===== src/rtl/deserializer_out.sv =====
// deserializer_out
// Receive stage for the 1-bit serial line: recovers 9-bit {k, byte} symbols,
// aligns on the comma symbol and rebuilds each comma-delimited group of three
// data symbols into one 27-bit word presented with a one-cycle valid strobe.
module deserializer_out #(
  parameter logic [8:0] COMMA_SYM   = 9'h13C,
  parameter int         LOCK_COMMAS = 2
) (
  input  logic        clk_i,
  input  logic        rst_i,
  input  logic        data_i,
  output logic [26:0] data_o,
  output logic        valid_o,
  output logic        locked_o,
  output logic        err_o
);

  typedef enum logic [1:0] {
    ST_HUNT  = 2'd0,
    ST_ALIGN = 2'd1,
    ST_DATA  = 2'd2,
    ST_SYNC  = 2'd3
  } state_t;

  localparam logic [2:0] LOCK_CNT = 3'(LOCK_COMMAS);

  state_t     state_reg;
  // Holds sr[8:1]; sr[0] is always shifted out on the next bit, so it is not kept.
  logic [7:0] sr_reg;
  logic [8:0] sr_next;
  logic [3:0] bcnt_reg;
  logic [3:0] bcnt_next;
  logic [1:0] wcnt_reg;
  logic [2:0] ccnt_reg;
  logic [2:0] ccnt_next;
  logic [8:0] w0_reg;
  logic [8:0] w1_reg;
  logic       boundary;
  logic       is_comma;
  logic       is_k;

  // Newest bit enters at the top; the symbol arrives LSB first with k last.
  genvar gi;
  generate
    for (gi = 0; gi < 8; gi++) begin : g_shift
      assign sr_next[gi] = sr_reg[gi];
    end
  endgenerate
  assign sr_next[8] = data_i;

  assign boundary  = (bcnt_reg == 4'd8);
  assign bcnt_next = boundary ? 4'd0 : bcnt_reg + 4'd1;
  assign ccnt_next = ccnt_reg + 3'd1;
  assign is_comma  = (sr_next == COMMA_SYM);
  assign is_k      = sr_next[8];

  // Alignment / framing state machine with all outputs registered.
  always_ff @(posedge clk_i) begin
    if (rst_i) begin
      state_reg <= ST_HUNT;
      sr_reg    <= '0;
      bcnt_reg  <= '0;
      wcnt_reg  <= '0;
      ccnt_reg  <= '0;
      w0_reg    <= '0;
      w1_reg    <= '0;
      data_o    <= '0;
      valid_o   <= 1'b0;
      locked_o  <= 1'b0;
      err_o     <= 1'b0;
    end else begin
      sr_reg  <= sr_next[8:1];
      valid_o <= 1'b0;
      err_o   <= 1'b0;
      case (state_reg)
        // Bit-granular search: any cycle whose window equals the comma
        // becomes a symbol boundary.
        ST_HUNT: begin
          locked_o <= 1'b0;
          if (is_comma) begin
            bcnt_reg <= 4'd0;
            ccnt_reg <= 3'd1;
            wcnt_reg <= 2'd0;
            if (LOCK_COMMAS == 1) begin
              state_reg <= ST_DATA;
              locked_o  <= 1'b1;
            end else begin
              state_reg <= ST_ALIGN;
            end
          end
        end

        // Candidate alignment: need consecutive commas on boundaries.
        ST_ALIGN: begin
          bcnt_reg <= bcnt_next;
          if (boundary) begin
            if (is_comma) begin
              ccnt_reg <= ccnt_next;
              if (ccnt_next == LOCK_CNT) begin
                state_reg <= ST_DATA;
                wcnt_reg  <= 2'd0;
                locked_o  <= 1'b1;
              end
            end else begin
              state_reg <= ST_HUNT;
              bcnt_reg  <= 4'd0;
              ccnt_reg  <= 3'd0;
              wcnt_reg  <= 2'd0;
            end
          end
        end

        // Locked, collecting the three data symbols of a frame.
        ST_DATA: begin
          bcnt_reg <= bcnt_next;
          if (boundary) begin
            if (is_comma) begin
              // A comma mid-frame drops the partial frame.
              if (wcnt_reg != 2'd0) begin
                err_o <= 1'b1;
              end
              wcnt_reg <= 2'd0;
            end else if (is_k) begin
              err_o     <= 1'b1;
              locked_o  <= 1'b0;
              state_reg <= ST_HUNT;
              bcnt_reg  <= 4'd0;
              ccnt_reg  <= 3'd0;
              wcnt_reg  <= 2'd0;
            end else if (wcnt_reg == 2'd0) begin
              w0_reg   <= sr_next;
              wcnt_reg <= 2'd1;
            end else if (wcnt_reg == 2'd1) begin
              w1_reg   <= sr_next;
              wcnt_reg <= 2'd2;
            end else begin
              data_o    <= {sr_next, w1_reg, w0_reg};
              valid_o   <= 1'b1;
              wcnt_reg  <= 2'd0;
              state_reg <= ST_SYNC;
            end
          end
        end

        // After a complete frame only a comma may follow.
        ST_SYNC: begin
          bcnt_reg <= bcnt_next;
          if (boundary) begin
            if (is_comma) begin
              state_reg <= ST_DATA;
              wcnt_reg  <= 2'd0;
            end else begin
              err_o     <= 1'b1;
              locked_o  <= 1'b0;
              state_reg <= ST_HUNT;
              bcnt_reg  <= 4'd0;
              ccnt_reg  <= 3'd0;
              wcnt_reg  <= 2'd0;
            end
          end
        end

        default: begin
          state_reg <= ST_HUNT;
        end
      endcase
    end
  end

endmodule


===== config.mk =====
export PLATFORM = sky130hd
export DESIGN_NAME = deserializer_out
export DESIGN_NICKNAME = d
export VERILOG_FILES = /design/src/rtl/deserializer_out.sv
export SDC_FILE = /design/constraint.sdc
export NUM_CORES = 1
export LEC_CHECK = 0
export CORE_MARGIN = 5
export CORE_UTILIZATION = 58
export CTS_BUF_LIST = sky130_fd_sc_hd__clkbuf_16
export CTS_CLUSTER_DIAMETER = 200
export DETAILED_ROUTE_END_ITERATION = 8
export PLACE_DENSITY = 0.8
export SYNTH_ARGS = -nofsm -noshare
export SYNTH_HDL_FRONTEND = slang
export SYNTH_SLANG_ARGS = --single-unit

===== constraint.sdc =====
create_clock -name clk_i -period 3 [get_ports clk_i]
set_input_delay 0.9 -clock clk_i [delete_from_list [all_inputs] [get_ports clk_i]]
set_output_delay 0.9 -clock clk_i [all_outputs]
set_load 0.01 [all_outputs]

* Word-level counts from Yosys, hierarchy flattened *
Cells that the tools add are included.

word-level totals
  flip-flop bits (word level) = 62
  logic and storage cells = 107

cells by class
  reductions and logical operators = 12
  bitwise logic cells = 6
  eq/ne operators = 19
  multiplexer cells = 57
  $add $sub $neg = 2

operators with widths
  cell                                           count
  two-way mux 2 bit                              21
  two-way mux 4 bit                              7
  two-way mux 3 bit                              8
  != test 2 bit, second input constant           9
  one-hot mux 2 bit (4 select lines)             2
  AND reduction 8 bit                            2
  two-way mux 1 bit                              15
  one-hot mux 3 bit (4 select lines)             1
  one-hot mux 4 bit (3 select lines)             1
  AND reduction 6 bit                            2
  AND reduction 5 bit                            2
  == test 9 bit, second input constant           1
  != test 3 bit, second input constant           3
  AND reduction 7 bit                            1
  inverter 1 bit                                 6
  OR reduction 6 bit                             1
  adder 4 x 1 -> 4 bit, second input constant    1
  == test 2 x 1 -> 1 bit, second input constant  2
  == test 2 bit, second input constant           2
  == test 4 bit, second input constant           1
  logical NOT 2 bit                              2
  one-hot mux 1 bit (4 select lines)             1
  adder 3 x 1 -> 3 bit, second input constant    1
  == test 3 x 2 -> 1 bit, second input constant  1
  3 further kinds                                3

* Longest topological paths before layout *
  depth after elaboration = 7
  gate-level depth with buffers = 8

* Least setup slack after synthesis *
Ideal clock, no wire load.

  kind = input-to-reg
  start point = input port data_i
  end point = register data_o[14]
  arrival = 1.948 ns
  setup time = 0.070 ns
  buffers on the path = 2
  slack = 0.982 ns
  stages = 6
  cells stage by stage = nor3b_2 and3_1 clkbuf_1 clkbuf_1 nand2_1 a21oi_1

on the way
  word-level cells in the longest chain between the ends = 3

ends and longest elaborated chain
  element                            RTL line  source
  from (decl)                        11        input logic data_i,
  == test 9 bit                      54        assign is_comma = (sr_next == COMMA_SYM);
  inverter 1 bit (no line)           --
  AND reduction 6 bit (no line) (*)  --
  to (signal assigned)               137       data_o <= {sr_next, w1_reg, w0_reg};
  to (decl)                          12        output logic [26:0] data_o,

Mark *: on every way between the ends. The rest lies on a longest branch, timed or not.
A chain may end at the register's enable or synchronous reset.

* Worst setup path in the final report *
  start point = input port data_i
  end point = register w0_reg[6]

on the way
  word-level cells in the longest chain between the ends = 3

ends and longest elaborated chain
  element                            RTL line  source
  == test 9 bit                      54
  inverter 1 bit (no line)           --
  AND reduction 5 bit (no line) (*)  --
  to (signal assigned)               131       w0_reg <= sr_next;
  to (decl)                          36        logic [8:0] w0_reg;

Marks and branches as above.

==> out/qor.txt <==
Post-synthesis compound-gate area fraction = 12.40%
Worst clock skew = 0.006155 ns
Async SR Flop Fraction = 0%
WHS Endpoint = data_o[2]
Die span in x = 75.56 um
Crit path buffers/inverters = 1
Setup TNS = 0 ns
Yosys warnings = 0
Leakage = 1.192 nW
Top_reg_cell synth = dfxtp_1
Crit. End Element = register
I/O pin total = 33
Layout cells sized above 1 = 9.236%
DRC Markers = 0
Finished Core Util = 75.63%
Antenna violations before repair = 0
Clk slew on worst S/H paths = 0.05 ns
HPWL Detailed = 3344 um
Critical Path Max Stage Delay = 0.53 ns
R2R Path End = w0_reg[6]
Number of diodes = 0
Synth area leader = dfxtp_1
Root buffer cell = clkbuf_16
P&R area growth vs syn = 24.00%
Tcrit/Tclk final = 79.53%
Number of port buffers = 29
CORE AREA = 4086 um^2
Reg2Reg Depth = 6
Kind of critical path = in2reg
Mux contribution to synthesized area = 7.229%
Fmax = 419.1 MHz
DR pass1 iterations = 4
Row count = 23
Number of fill cells in the layout = 302
Footprint of the multi-input gates = 1154 um^2
Dpl ws = 0.3513 ns
Xor-xnor portion of the synthesized cell area = 0.3514%
Max Buffers Root-to-Sink = 2
Mapped Cells = 280
Placer Congestion = 0.8196
Peak VDD IR = 0.0005135 V
Post_cts resized = 0
Crit path cell chain = clkdlybuf4s50_1 -> nor3b_2 -> nand3_1 -> mux2i_1 -> nor2_1
Register area = 1241 um^2
Most common cell after layout, fill and taps aside = dfxtp_1
Unique masters post-synth = 46
Clock sinks = 62
Vias in the first global route = 1857
Chip height = 75.56 um
Register-to-register setup slack = 1.07 ns
Vias/cell = 5.503
Mapped Avg Cell Area = 8.901 um^2
Critical Path RT = 3.18 ns
Tightest Pin Transition = 0.6350 ns
Top delay family on crit path = simple AND/OR/NAND/NOR gates
Crit Path Max Fanout = 8
Synth top area share = 49.80%
Relative slew slack = 57.67%
Final min period = 2.386 ns
EDFF count, synth = 0
Max stage delay cell, worst path = clkdlybuf4s50_1
Class of the worst hold path = reg2reg
Initial drt markers = 107
Worst r2r src = bcnt_reg[0]
Max FFs per register = 24
Post-synthesis sequential area ratio = 49.80%
Inserted Clock Buffers = 9
#FFs+latches synth = 62
Nets = 316
Synth Cell Area = 2492 um^2
Area share of fa/ha/maj cells after synthesis = 2.008%
Largest family of logic cells by synthesized area = simple AND/OR/NAND/NOR gates
Max-cap violation count = 0
Leading post-synthesis cells by cell area = dfxtp_1 (50%), nand2_1 (8.1%), mux2i_1 (7.2%)
Total Wirelength = 5226 um
Hold Fails Final Rpt = 0
Reg with most FFs = data_o
CTS tree = done
WL/cell = 14.36 um
RSZ-0062 raised after global routing = false
Htree depth = 3
Pin count of the biggest net entering global routing = 37
Clock Latency Late Sink = 0.32 ns
Global Route Usage Sum = 20.20%
Status = finished, final reports clean
Worst endpoint data arrival time = 2.57 ns
WHS Path Cells = 2
Final setup viols = 0
CP Launch Type = input port
First-pass GRT wire length = 8597 um
Setup bufs post-CTS = 0
Total congestion overflow = 0
Hold_sp = data_o[2]
Synth Area in Simple Gates = 23.85%
Initial Util = 60.99%
Final worst slack = 0.6140 ns
Most frequent cells in the layout = dfxtp_1 (62), nand2_1 (54), a21oi_1 (31)
Routed Antenna Nets = 0
Full die area = 5709 um^2
Via count = 2003
CTS hold repair buffers = 0
Pwr per Cell Area = 589.4 nW/um^2
Fin. max-slew vios = 0
-- per-stage QoR --
stage | instances | cell area, um^2 | power (W) | hold slack, ns
2_1_floorplan | 282 | 2500 | 0.0008672 | 0.4315
3_3_place_gp | 348 | 2806 | 0.0008731 | 0.4412
3_5_place_dp | 348 | 2806 | 0.0008735 | 0.4458
4_1_cts | 364 | 3090 | 0.001836 | 0.4528
5_1_grt | 364 | 3090 | 0.001872 | 0.4607
6_report | 364 | 3090 | 0.001822 | 0.4502
-- synthesized netlist by cell type, types with 2 or more instances --
library cell  instances
dfxtp_1              62
nand2_1              54
a21oi_1              31
nor2_1               24
mux2i_1              18
clkbuf_1             13
nor2b_1               7
nand3_1               6
inv_1                 5
o21ai_0               5
ha_1                  4
buf_2                 3
buf_4                 3
nand2b_1              3
nand3b_1              3
nand4_1               3
nor3_1                3
a31oi_1               2
and3_1                2
nand4b_1              2
or3_1                 2
-- report_power, final --
group / leakage [nW] / internal [W] / switching [W]
Sequential: 0.500 / 0.000827 / 0.00000453
Clock: 0.149 / 0.000629 / 0.000336
Combinational: 0.543 / 0.00000703 / 0.0000187
Total: 1.19 / 0.00146 / 0.000359
-- worst min-delay path: stages, from the launching register on --
cell	delay, ns
dfxtp_1	0.30
nand2_1	0.05
a21oi_1	0.05
-- logic make-up after synthesis --
group                    count (synthesis)
XOR/XNOR                                 1
adder cells (fa/ha/maj)                  4
other                                    1
AND/OR/NAND/NOR                        119
AO/OA/AOI/OAI                           51
buffers and inverters                   24
multiplexers                            18
flip-flops                              62
-- routing by layer --
metal | routed length [um] | global-route usage [%] | up-vias
met4 | 59 | 8.738 | 0
li1 | - | - | 1010
met5 | 0 | 0 | -
met2 | 2376 | 31.83 | 69
met3 | 276 | 5.145 | 7
met1 | 2515 | 26.28 | 917
-- how the worst max path moves through the flow --
stage | from | to | slack (ns) | cells past startpoint
floorplan | data_i | data_o[14] | 0.98 | 6
global placement | data_i | w0_reg[5] | 0.40 | 5
detailed placement | data_i | w0_reg[6] | 0.35 | 5
CTS | data_i | w0_reg[6] | 0.65 | 5
global route | data_i | w0_reg[7] | 0.50 | 5
finish | data_i | w0_reg[6] | 0.61 | 5
-- cell type report --
class / instances / area share [%]
sequential: 62 / 40.16
multi-input combinational: 196 / 37.33
timing repair buffer: 35 / 10.69
clock buffer: 9 / 7.287
tap: 50 / 2.024
clock inverter: 7 / 1.903
inverter: 5 / 0.6073
No activity file was read; power rests on OpenSTA's default activity.
